--- config.mk ---
export PLATFORM = sky130hd
export DESIGN_NAME = vfd_scan_capture
export DESIGN_NICKNAME = d
export VERILOG_FILES = /design/src/rtl/vfd_pkg.sv /design/src/rtl/vfd_onehot_enc.sv /design/src/rtl/vfd_scan_capture.sv
export SDC_FILE = /design/constraint.sdc
export NUM_CORES = 1
export LEC_CHECK = 0
export BUFFER_PORTS_ARGS = -buffer_cell sky130_fd_sc_hd__buf_2
export CAP_MARGIN = 20
export CELL_PAD_IN_SITES_DETAIL_PLACEMENT = 2
export CELL_PAD_IN_SITES_GLOBAL_PLACEMENT = 2
export CORE_AREA = 2 2 183 131
export DETAILED_ROUTE_END_ITERATION = 12
export DIE_AREA = 0 0 185 133
export PLACE_DENSITY = 0.88
export SYNTH_ARGS = -nofsm -noshare
export SYNTH_HDL_FRONTEND = slang
export SYNTH_SLANG_ARGS = --single-unit
--- constraint.sdc ---
create_clock -name clk -period 17.24 [get_ports clk]
set_input_delay 0.862 -clock clk [delete_from_list [all_inputs] [get_ports clk]]
set_output_delay 0.862 -clock clk [all_outputs]
set_load 0.02 [all_outputs]
--- src/rtl/vfd_pkg.sv ---
// Shared types and defaults for the VFD scan capture path (Scramble pinout).
// Optional phosphor persistence is enabled with the VFD_DECAY_EN macro in vfd_scan_capture.
package vfd_pkg;

    typedef enum logic [1:0] {
        IDLE   = 2'd0,
        SETTLE = 2'd1,
        COMMIT = 2'd2,
        HOLD   = 2'd3
    } vfd_state_e;

    localparam int VFD_GRIDS = 16;
    localparam int VFD_SEGS  = 11;

    // Never returns less than 1 so single-entry configurations still get a legal index width.
    function automatic int vfd_clog2(input int n);
        int r;
        r = 0;
        while ((1 << r) < n) r++;
        return (r < 1) ? 1 : r;
    endfunction

endpackage

--- src/rtl/vfd_onehot_enc.sv ---
// One-hot to binary index encoder with a strict exactly-one-bit-set flag.
// Shared by the VFD scan capture and the input matrix scanner.
module vfd_onehot_enc
    import vfd_pkg::*;
#(
    parameter int N  = VFD_GRIDS,
    parameter int IW = vfd_clog2(N)
) (
    input  logic [N-1:0]  vec,
    output logic [IW-1:0] idx,
    output logic          onehot_ok
);

    always_comb begin
        idx = '0;
        for (int i = 0; i < N; i++) begin
            if (vec[i]) idx = idx | IW'(i);
        end
        onehot_ok = (vec != '0) && ((vec & (vec - N'(1))) == '0);
    end

endmodule

--- src/rtl/vfd_scan_capture.sv ---
// Rebuilds a static per-grid segment frame from the multiplexed VFD drive, debouncing
// nibble-wise port rewrites. Define VFD_DECAY_EN to emulate phosphor persistence (DECAY).
module vfd_scan_capture
    import vfd_pkg::*;
#(
    parameter int GRIDS  = VFD_GRIDS,
    parameter int SEGS   = VFD_SEGS,
`ifdef VFD_DECAY_EN
    parameter int DECAY  = 2000,
`endif
    parameter int STABLE = 3
) (
    input  logic                        clk,
    input  logic                        reset,
    input  logic                        smp_en,
    input  logic [GRIDS-1:0]            grid_i,
    input  logic [SEGS-1:0]             seg_i,
    input  logic [vfd_clog2(GRIDS)-1:0] rd_addr,
    output logic [SEGS-1:0]             rd_seg,
    output logic                        frame_done,
    output logic [GRIDS-1:0]            active
);

    localparam int IW = vfd_clog2(GRIDS);

    vfd_state_e             state;
    logic [3:0]             stab_cnt;
    logic [3:0]             next_cnt;
    logic [IW-1:0]          idx;
    logic [IW-1:0]          last_idx;
    logic                   onehot_ok;
    logic                   same;
    logic                   commit;
    logic [GRIDS+SEGS-1:0]  sample;
    logic [GRIDS+SEGS-1:0]  smp_q;
    logic [SEGS-1:0]        frame [GRIDS];

    assign sample = {grid_i, seg_i};

    vfd_onehot_enc #(.N(GRIDS), .IW(IW)) u_enc (
        .vec       (grid_i),
        .idx       (idx),
        .onehot_ok (onehot_ok)
    );

    // The sample that completes the stable run is the one committed, so the write
    // lands on the tick that enters COMMIT rather than one tick later.
    always_comb begin
        same     = (sample == smp_q);
        next_cnt = same ? stab_cnt + 4'd1 : 4'd0;
        commit   = smp_en && onehot_ok && (state == SETTLE) && (next_cnt >= 4'(STABLE - 1));
    end

    always_ff @(posedge clk) begin
        if (smp_en) smp_q <= sample;
    end

    always_ff @(posedge clk or posedge reset) begin
        if (reset) begin
            state      <= IDLE;
            stab_cnt   <= '0;
            last_idx   <= '0;
            frame_done <= 1'b0;
        end else begin
            frame_done <= 1'b0;
            if (smp_en) begin
                if (!onehot_ok) begin
                    state    <= IDLE;
                    stab_cnt <= '0;
                end else begin
                    case (state)
                        IDLE: begin
                            state    <= SETTLE;
                            stab_cnt <= '0;
                        end
                        SETTLE: begin
                            if (commit) begin
                                state      <= COMMIT;
                                stab_cnt   <= '0;
                                frame_done <= (idx < last_idx);
                                last_idx   <= idx;
                            end else begin
                                stab_cnt <= next_cnt;
                            end
                        end
                        COMMIT, HOLD: begin
                            if (same) begin
                                state <= HOLD;
                            end else begin
                                state    <= SETTLE;
                                stab_cnt <= '0;
                            end
                        end
                        default: state <= IDLE;
                    endcase
                end
            end
        end
    end

`ifdef VFD_DECAY_EN
    localparam int LW = vfd_clog2(DECAY + 1);
    logic [LW-1:0] life [GRIDS];

    // A commit reloads the life counter, which also masks an expiry in the same tick.
    always_ff @(posedge clk or posedge reset) begin
        if (reset) begin
            for (int g = 0; g < GRIDS; g++) begin
                frame[g] <= '0;
                life[g]  <= '0;
            end
            active <= '0;
        end else if (smp_en) begin
            for (int g = 0; g < GRIDS; g++) begin
                if (commit && (idx == IW'(g))) begin
                    frame[g]  <= seg_i;
                    active[g] <= 1'b1;
                    life[g]   <= LW'(DECAY);
                end else if (life[g] != '0) begin
                    life[g] <= life[g] - LW'(1);
                    if (life[g] == LW'(1)) begin
                        frame[g]  <= '0;
                        active[g] <= 1'b0;
                    end
                end
            end
        end
    end
`else
    always_ff @(posedge clk or posedge reset) begin
        if (reset) begin
            for (int g = 0; g < GRIDS; g++) frame[g] <= '0;
            active <= '0;
        end else if (commit) begin
            frame[idx]  <= seg_i;
            active[idx] <= 1'b1;
        end
    end
`endif

    // Video-side read runs every clk; it sees the pre-commit word on a same-index collision.
    always_ff @(posedge clk or posedge reset) begin
        if (reset) begin
            rd_seg <= '0;
        end else if (int'(rd_addr) < GRIDS) begin
            rd_seg <= frame[rd_addr];
        end else begin
            rd_seg <= '0;
        end
    end

endmodule

==> Word-level counts from Yosys, hierarchy flattened <==
Cells that the tools add are included.
{ "totals": {"in_bits": 34, "reg_bits": 241, "elab_cells": 91, "output_inout_bits": 28} }
{ "classes": {"n_bitwise": 4, "addsub": 2, "n_mux": 36, "eq_ne": 6, "reduce_logical": 13, "n_lt_le_gt_ge": 7} }
{ "op_table": {"columns": ["op", "n"], "rows": [
  ["$bwmux 176", 1],
  ["$mux 4", 12],
  ["$bmux 11 s4", 1],
  ["$demux 11 s4", 1],
  ["$mux 11", 3],
  ["$eq 27x27->1", 1],
  ["$and 16x16->16", 1],
  ["$logic_not 16->1", 1],
  ["$or 16x16->16", 1],
  ["$reduce_bool 16->1", 1],
  ["$sub 16x1->16 const B", 1],
  ["$mux 3", 4],
  ["$pmux 4 s3", 1],
  ["$ge 5x5->1 const B", 2],
  ["$mux 2", 5],
  ["$not 4->5", 2],
  ["$logic_and 1x1->1", 6],
  ["$mux 1", 6],
  ["$ne 3x3->1 const B", 2],
  ["$pmux 2 s3", 1],
  ["$lt 4x5->1 const B", 1],
  ["$lt 5x1->1 const B", 1],
  ["$add 4x1->4 const B", 1],
  ["$demux 1 s4", 1],
  ["other kinds (9)", 11]
]} }

==> Depth between registers and ports, before layout <==
Gate-level depths: netlist of the first run.
{ "depth": {"depth_word": 21, "depth_mapped": 10, "mapped_depth_nobuf": 7} }

==> Modules after synthesis <==
Synthesis of the first run repeated with hierarchy kept, for this count alone.
{ "unflattened": {"cells_unflattened": 701, "hier_area_um2": 11776.3} }
{ "modules_own_cells": {"columns": ["module", "instances", "cells_per_inst", "seq_area_each_um2", "area_each_um2"], "rows": [
  ["vfd_scan_capture", 1, 662, 6165.9, 11513.5],
  ["vfd_onehot_enc", 1, 39, 0.0, 262.8]
]} }

==> Worst setup path before layout of the first run <==
No wires, ideal clock.
{ "synth_timing": {"path_type": "input to register", "start": "in grid_i[7]", "end": "reg frame[105] (netlist name)", "t_arrival_ns": 3.392, "setup_time_ns": 0.128, "stages": 10, "slack_ns": 13.720, "cell_sequence": "buf_2 -> or4_1 -> buf_2 -> o41ai_1 -> nand2_1 -> nor4_4 -> buf_4 -> nand3_2 -> buf_6 -> mux2_1"} }
{ "synth_via": {"elab_chain_len": 15, "word_cells_on_any_way": 27, "classes_between": "add/sub (1); order compare (3); eq/ne (1); mux (13); bitwise (2); reduce/logical (7)"} }
{ "synth_rtl": {"columns": ["item", "line_no", "rtl"], "rows": [
  ["start: declaration", "vfd_scan_capture.sv:16", "input logic [GRIDS-1:0] grid_i,"],
  ["$mux 3", "vfd_onehot_enc.sv:17", "if (vec[i]) idx = idx | IW'(i);"],
  ["$mux 4 (8 in series)", "vfd_onehot_enc.sv:17", null],
  ["$not 4->5 (implied by the code)", "vfd_scan_capture.sv:135", "frame[idx] <= seg_i;"],
  ["$ge 5x5->1 (implied by the code) / $lt 5x1->1 (equally long branches)", "vfd_scan_capture.sv:135", null],
  ["$logic_and 1x1->1 (implied by the code)", "vfd_scan_capture.sv:135", null],
  ["$mux 11 (implied by the code)", "vfd_scan_capture.sv:135", null],
  ["$demux 11 s4", "vfd_scan_capture.sv:135", null],
  ["$bwmux 176", "vfd_scan_capture.sv:135", null],
  ["end signal: indexed assignment", "vfd_scan_capture.sv:135", null],
  ["end: declaration", "vfd_scan_capture.sv:36", "logic [SEGS-1:0] frame [GRIDS];"]
]} }
Parallel ways exist; a longest one is shown, timed or not.
A chain may end at the register's enable or synchronous reset.

==> Worst setup path in the final report of the first run <==
{ "layout_timing": {"start": "in grid_i[3]", "end": "reg frame[21] (netlist name)"} }
{ "layout_via": {"elab_chain_len": 19, "word_cells_on_any_way": 31, "classes_between": "add/sub (1); order compare (3); eq/ne (1); mux (17); bitwise (2); reduce/logical (7)"} }
{ "layout_rtl": {"columns": ["item", "line_no"], "rows": [
  ["$mux 2", "vfd_onehot_enc.sv:17"],
  ["$mux 3 (4 in series)", "vfd_onehot_enc.sv:17"],
  ["$mux 4 (8 in series)", "vfd_onehot_enc.sv:17"],
  ["$not 4->5 (implied by the code)", "vfd_scan_capture.sv:135"],
  ["$ge 5x5->1 (implied by the code) / $lt 5x1->1 (equally long branches)", "vfd_scan_capture.sv:135"],
  ["$logic_and 1x1->1 (implied by the code)", "vfd_scan_capture.sv:135"],
  ["$mux 11 (implied by the code)", "vfd_scan_capture.sv:135"],
  ["$demux 11 s4", "vfd_scan_capture.sv:135"],
  ["$bwmux 176", "vfd_scan_capture.sv:135"]
]} }
Parallel ways exist; a longest one is shown, timed or not.

==> results of run 1 <==
==> cell families after synthesis <==
family / after synthesis / synth area share
AND/OR/NAND/NOR: 115 / 0.0605
flip-flops: 241 / 0.557
adder cells (fa/ha/maj): 6 / 0.00633
buffers and inverters: 64 / 0.0282
multiplexers: 235 / 0.314
XOR/XNOR: 27 / 0.0214
AO/OA/AOI/OAI: 18 / 0.0122
==> area by class of cell <==
class	count	area (um^2)
fillers	2056	10600
flip-flops and latches	241	6170
multi-input cells	401	4590
clock buffers	35	743
well taps	318	398
repair buffers	68	383
clock inverters	9	101
inverters	9	41.3
==> routing by layer <==
metal	wire, um	part of all wire	global-route usage
met5	0	0	0
met4	1310	0.037	0.0988
met3	1730	0.048	0.0479
met2	18000	0.50	0.510
met1	14600	0.41	0.401
==> final timing paths <==
path                                         start               endpoint  slack (ps)  depth (start not counted)
max                                      grid_i[3]  frame[21]$_DFFE_PP0P_       13020                          8
min                                          reset  frame[69]$_DFFE_PP0P_         350                          2
max reg2reg                stab_cnt[0]$_DFFE_PP0P_  frame[21]$_DFFE_PP0P_       13490                          8
min reg2reg                  active[1]$_DFFE_PP0N_  active[1]$_DFFE_PP0N_         460                          1
max in group asynchronous                    reset    rd_seg[2]$_DFF_PP0_       15720                          3
min in group clk             active[1]$_DFFE_PP0N_  active[1]$_DFFE_PP0N_         460                          1
==> through the flow <==
stage	power, mW	util	setup WS [ps]
2_1_floorplan	0.625	-	10530
3_3_place_gp	0.642	0.500	12350
3_5_place_dp	0.647	0.500	11850
4_1_cts	1.21	0.537	12400
5_1_grt	1.24	0.539	12990
6_report	1.21	0.539	13020
==> cells in the final DEF, fill, tap and decap left out, types with 12 or more instances in the layout <==
cell and n:
nand2b_1 19, mux4_2 55, mux2_2 116, dfrtp_1 214, nor2_1 24, edfxtp_1 27, nand3_1 14, mux2_4 56
clkbuf_16 25, buf_2 61, xor2_1 27, nor4_1 12
==> registers in the layout, indices dropped and copies added (netlist names) <==
register	flops
rd_seg	11
frame	176
last_idx	4
smp_q	27
frame_done	1
active	16
stab_cnt	4
state	2
==> Yosys cell counts, types with 3 or more instances <==
master	count
nand2_1	9
or4_1	3
clkbuf_1	25
nor2b_1	6
mux4_2	55
buf_6	7
buf_2	12
nand3_2	7
ha_1	4
mux2_1	7
or3_1	4
nand3_1	14
nand2b_1	19
nor3_1	7
nor2_1	24
mux2_4	56
xor2_1	27
mux2_2	116
buf_1	10
edfxtp_1	27
a2111oi_0	3
nor4_1	12
dfrtp_1	214
inv_1	9
==> worst register-to-register path, stage by stage (launching register included) <==
cell and delay [ps]:
dfrtp_1 430, ha_1 320, and3b_1 170, a31oi_1 300, nor2b_1 320, nor4b_4 520
buf_6 250, nand3_1 730, mux2_2 600
==> report_power, final <==
part / leakage, nW / internal (mW) / switching [mW]
Clock: 0.426 / 0.330 / 0.241
Sequential: 3.25 / 0.580 / 0.00312
Combinational: 2.45 / 0.0143 / 0.0422
Total: 6.12 / 0.924 / 0.287
==> impl.org, run 1 <==
** Synth
- Among all flip-flop cells after synthesis, the most frequent one is dfrtp_1.
- After synthesis, the mean cell area works out to 15.7 um^2.
- Async S/R FF share, synth :: 0.888
- Syn nets :: around 740
- In this run, synthesis inferred 27 flip-flops with an integrated enable.
- The Yosys step of the flow raised 0 warnings.
- Gate Count Post-Synth :: 706
- The synthesized netlist contains 45 unique library cells.
- The biggest area contributor in the post-synthesis netlist is dfrtp_1.
- Register area share after synthesis :: 0.557
- Post-synthesis instance area :: roughly 11000 um^2
- Register bit total from synthesis :: between 200 and 250
- Of the post-synthesis cell area, the dominant cell type holds 0.484.
- Synth area leaders :: dfrtp_1, mux2_2, mux4_2

** CTS
- TritonCTS built the clock tree.
- The clock passes through at most 3 buffers.
- Count of instances resized after the clock tree is built :: 0
- Worst-path clk slew :: 70 ps
- Cell at the root of the clock tree :: clkbuf_16
- Post-cts hold buffer count :: 0
- The clock reaches the later pin of the worst-skew pair after roughly 530 ps.
- Sink count of the clock tree :: 241
- The number of setup buffers added after CTS is 0.
- Max H-tree Level :: 1
- Buffers inserted during clock tree synthesis total 24.

** Final layout
- In the final layout, the share of cells above drive strength 1 is 0.459.
- The finished cells cover 12400 um^2.
- Antenna diode count :: 0
- The count of cells in the finished layout, fillers not included, comes to 1081.
- Compared with the post-synthesis result, the final layout area differs by 12.3%.
- The net count of the finished layout is 783.

** Global routing
- Via count of the first global-routing pass :: approximately 7600
- The initial antenna violation count is 1.
- Summed over all layers, the global routing overflow is 0.
- Global-route usage over all layers :: 0.302
- The first global-routing pass estimated roughly 54000 um of wire.
- Entering global routing, the biggest net connects between 150 and 200 pins.

** Pwr
- Standby leakage power :: 6.12 nW
- Max IR drop VDD :: about 68 uV
- PD cells :: about 97 nW/um^2

** Placed design
- Standard cell area after detailed placement :: between 10000 and 15000 um^2
- Estimated wirelength of the detail-placed design :: 19900 um
- Count of buffers inserted at the top-level ports :: between 60 and 70
- Global placer's final weighted congestion :: about 0.85
- Counting tap cells, the placed design contains a total of a little over 1000 instances.

** Timing
- Headroom to the max-slew limit :: 0.338
- Total negative slack for setup checks :: 0 ps
- Final period util :: 0.245
- The number of hold violations in the final report came to 0.
- For the final database, setup skew stands at between 20 and 25 ps.
- Final Max Tran Viols :: 0
- Unrepaired setup endpoints after global routing :: no
- Minimum period implied by the final worst setup slack :: 4220 ps
- For the pin with the worst max-slew slack, the measured transition is roughly 990 ps.
- Setup violations remaining at the end of the flow were counted as 0.
- Hold slack final :: around 350 ps
- Upper clock frequency limit :: about 240 MHz

** Die
- The die covers 24600 um^2.
- Core Region :: around 23000 um^2
- The initial utilization of the core area, before any placement, comes to 0.480.
- Height of the die :: 133 um
- Number of placement rows :: 47
- Number of ports placed on the die boundary :: 62
- The floorplan step set the die width to approximately 190 um.

** Setup path
- Critical path class :: in -> reg
- Data arrives at the worst endpoint at ~4600 ps.
- Slowest Stage Delay on Critical Path :: between 700 and 800 ps
- Of all nets on the critical path, the largest fanout is 16.
- Critical path startpoint category :: input pin
- The worst setup path is captured at a register.
- Among all stages on the critical path, the largest delay is contributed by nand3_1.
- Critical path's top delay family :: simple AND/OR/NAND/NOR gates
- Critical path, cell by cell :: buf_2 > or4_1 > a2111oi_0 > nor2_1 > nor4_4 > buf_6 > nand3_1 > mux2_2
- Together, buffers and inverters on the worst path number 2.
- Data required time of the worst path :: approximately 18000 ps

** Hold path
- In this run the worst hold path is classified as in -> async.

** Status
- Result of the run :: complete, no violations

** Detailed routing
- The routed layout has 6709 vias.
- Before antenna repair, the detailed router went through 7 iterations.
- DRC :: 0
- After detailed routing, the average wire length per cell comes to approximately 33 um.
- Wires add up to approximately 36000 um.
- Vias/cell :: between 6 and 7
- Number of nets with antenna violations after detailed routing :: 0
- In this run, the number of DRC markers left after iteration 0 of detailed routing was roughly 570.

** Flow run
- The tool flagged a number of max-cap violations equal to 0.
Power figures use the tool's default switching activity.
==> run 2, diff against run 1 <==
CORE_AREA = 2 2 200 143   (was 2 2 183 131)
DIE_AREA = 0 0 202 145   (was 0 0 185 133)
PLACE_DENSITY = 0.78   (was 0.88)
clock period = 3.8 ns   (was 17.24 ns; I/O delays follow)
==> run 2 against run 1 <==
  * Combinational power grew to 4.6 times the previous value
  * Non-clock buffer count is 31 higher
  * Global-route usage is 8.0 points lower
  * Clock power grew to 3.9 times the previous value
  * Critical path type unchanged
  * Critical endpoint is now frame[105]$_DFFE_PP0P_
==> impl.org, run 2 (same netlist as run 1, synthesis figures left out) <==
** Die
- The area of the die was 29300 um^2 (was 24600 um^2).
- The initial standard-cell utilization of the core came to 0.404 (was 0.480).
- Core Region :: 27400 um^2 (was 23100 um^2)
- Number of placement rows :: 51 (was 47)
- Width of the chip :: 202 um (was 185 um)
- The I/O pin total is 62 (unchanged).
- Height of the die :: 145 um (was 133 um)

** CTS
- The worst-case clock buffer depth is 3 (unchanged).
- Number of buffers inserted by post-CTS setup repair :: 0 (unchanged)
- The root buffer cell was clkbuf_16 (unchanged).
- Worst-path clk slew :: 60 ps (was 70 ps)
- The clock latency of the later-clocked register in the worst-skew pair came to 550 ps (was 530 ps).
- Count of instances resized after the clock tree is built :: 0 (unchanged)
- The count of hold buffers inserted by post-cts repair was 17 (was 0).
- The total number of H-tree levels is 1 (unchanged).
- Clock tree from TritonCTS :: done (unchanged)
- The number of CTS-inserted buffers came to 25 (was 24).
- Sink count of the clock tree :: 241 (unchanged)

** Detailed routing
- The count of routing violations after the opening detailed-route iteration came to 349 (was 569).
- The mean number of vias per cell is 5.52 (was 6.21).
- The final routed wire length divided by cell count is 26.6 um (was 33.0 um).
- The total wire length after detailed routing came to 30900 um (was 35700 um).
- Via count of the routed design :: 6417 (was 6709)
- The detailed-routing iteration count for the pre-antenna-repair pass was 4 (was 7).
- DRC :: 0 (unchanged)
- The remaining antenna violation count after routing came to 0 (unchanged).

** Pwr
- Sequential cell fraction of total power :: 0.518 (was 0.482)
- Clk pwr share :: 0.431 (was 0.472)
- The net switching power figure was 1.19 mW (was 0.287 mW).
- The part of the power in combinational logic was 0.051 (was 0.047).
- PD cells :: 405 nW/um^2 (was 97.5 nW/um^2)
- The internal power contribution came to 3.92 mW (was 0.924 mW).
- The overall power of the completed layout was 5.11 mW (was 1.21 mW).
- Switching share of total power :: 0.234 (was 0.237)
- The maximum vdd ir drop is 294 uV (was 67.7 uV).
- The static leakage came to 6.16 nW (was 6.12 nW).

** Timing
- Total negative slack for setup checks :: 0 ps (unchanged)
- Unrepaired setup endpoints after global routing: no (unchanged).
- The transition time at the pin with the least slew margin was 913 ps (was 991 ps).
- The final worst hold slack was 87.9 ps (was 350 ps).
- Minimum period implied by the final worst setup slack :: approximately 3600 ps
- The number of max-slew violations in the final report came to 0 (unchanged).
- The setup violation total in the final timing report came to 0 (unchanged).
- Upper clock frequency limit :: ~280 MHz
- Headroom to the max-slew limit :: 0.391 (was 0.338)
- Count of endpoints failing hold in the final timing report :: 0 (unchanged)
- Of the available clock period, the critical path in the final layout requires 0.941.
- Clock skew after layout :: 18.5 ps (was 23.7 ps)

** Flow run
- Reported max-cap violation count :: 0 (unchanged)

** Final layout
- The flip-flop count of the largest register after layout is 176 (unchanged).
- The register ranked first by flip-flop count is frame (unchanged).
- The number of diodes added for antenna fixing came to 0 (unchanged).
- Registers with the most flip-flops :: frame (176), smp_q (27), active (16) (unchanged)
- Highest-count cells in the layout ignoring fill and taps :: dfrtp_1, mux2_2, buf_2 (unchanged)
- Growth of design area from synthesis to finish :: 13.9% (was 12.3%)
- The most common cell after layout, fill and taps aside is dfrtp_1 (unchanged).
- Post-layout net count :: 815 (was 783)
- Final std cells w/o fill :: 1162 (was 1081)
- The fraction of final layout cells with drive strength greater than 1 was 0.444 (was 0.459).

** Setup path
- Number of cells on the worst reg-to-reg path :: 8 (unchanged)
- The start point of the critical path is grid_i[3] (unchanged).
- The critical register-to-register path startpoint is stab_cnt[0]$_DFFE_PP0P_ (unchanged).
- Crit. End Element :: register (unchanged)
- Critical R2R Capture :: frame[105]$_DFFE_PP0P_ (was frame[21]$_DFFE_PP0P_)
- Data required time of the worst path :: 4230 ps (was 17640 ps)
- Critical path startpoint category :: input pin (unchanged)
- Data arrival time at the worst-slack endpoint :: 4000 ps (was 4620 ps)
- FF-to-FF setup slack :: 740 ps (was 13490 ps)
- The worst setup path endpoint is frame[105]$_DFFE_PP0P_ (was frame[21]$_DFFE_PP0P_).
- Critical path fanouts, max :: 19 (was 16)
- The class of the most critical setup path is in -> reg (unchanged).

** Placed design
- Inst Count DP :: 1104 (was 1033)
- The number of buffers inserted by port buffering was 61 (unchanged).
- Estimated wirelength of the detail-placed design :: 20000 um (was 19900 um)
- Global placer's final weighted congestion :: 0.838 (was 0.852)

** Hold path
- Hold Path Class :: in -> reg (was in -> async)

** Status
- Result of the run :: complete, no violations (unchanged)

** Global routing
- The via count of the first global-routing pass came to 7439 (was 7644).
- Global-route wire length before repair :: 49000 um (was 53900 um)
- Pin count of the biggest net entering global routing :: 138 (was 155)
- Global-route usage over all layers :: 0.222 (was 0.302)
- Total grt overflow :: 0 (unchanged)
- Antenna violations before repair :: 2 (was 1)
==> run 2: worst min-delay path by stage <==
stage	from	end	slack [ps]	cells after the start
5_1_grt	seg_i[4]	smp_q[4]$_DFFE_PP_	80	1
3_3_place_gp	reset	active[10]$_DFFE_PP0N_	230	2
3_5_place_dp	reset	active[8]$_DFFE_PP0N_	250	2
6_report	seg_i[8]	smp_q[8]$_DFFE_PP_	90	1
4_1_cts	seg_i[4]	smp_q[4]$_DFFE_PP_	70	1
2_1_floorplan	smp_en	state[1]$_DFFE_PP0P_	290	1
==> run 2: power by group through the flow <==
| stage | Clock, mW | Combinational, mW | Sequential (mW) |
|---|---|---|---|
| 2_1_floorplan | 0 | 0.145 | 2.69 |
| 3_3_place_gp | 0 | 0.236 | 2.69 |
| 5_1_grt | 2.37 | 0.290 | 2.65 |
| 6_report | 2.20 | 0.262 | 2.65 |
| 3_5_place_dp | 0 | 0.250 | 2.69 |
| 4_1_cts | 2.26 | 0.264 | 2.64 |
==> run 2: metrics by stage <==
| step | util | setup WS [ps] | cell area [um^2] |
|---|---|---|---|
| 6_report | 0.460 | 222 | 12600 |
| 5_1_grt | 0.460 | 147 | 12600 |
| 4_1_cts | 0.460 | 379 | 12600 |
| 3_5_place_dp | 0.429 | 506 | 11700 |
| 3_3_place_gp | 0.429 | 623 | 11700 |
| 2_1_floorplan | - | 826 | 11100 |
==> run 2: final cells by class <==
cell class,count,area [um^2]
Inverter,9,37.5
Sequential cell,241,6170
Clock buffer,34,659
Timing Repair Buffer,99,646
Fill cell,2533,14800
Multi-Input combinational cell,401,4590
Clock inverter,7,37.5
Tap cell,371,464
==> run 2: worst max-delay path, cell delays in order <==
cell and delay, ps:
dlygate4sd3_1 550, buf_2 160, or4_1 700, a2111oi_0 720, nor3_1 250, nor4_4 190, buf_4 300, nand3_2 440
mux2_1 480
==> run 2: layer usage <==
metal | routed length, um | global-route usage
met3 | 1600 | 0.0371
met2 | 15000 | 0.357
met1 | 13900 | 0.320
met5 | 0 | 0
met4 | 448 | 0.0419
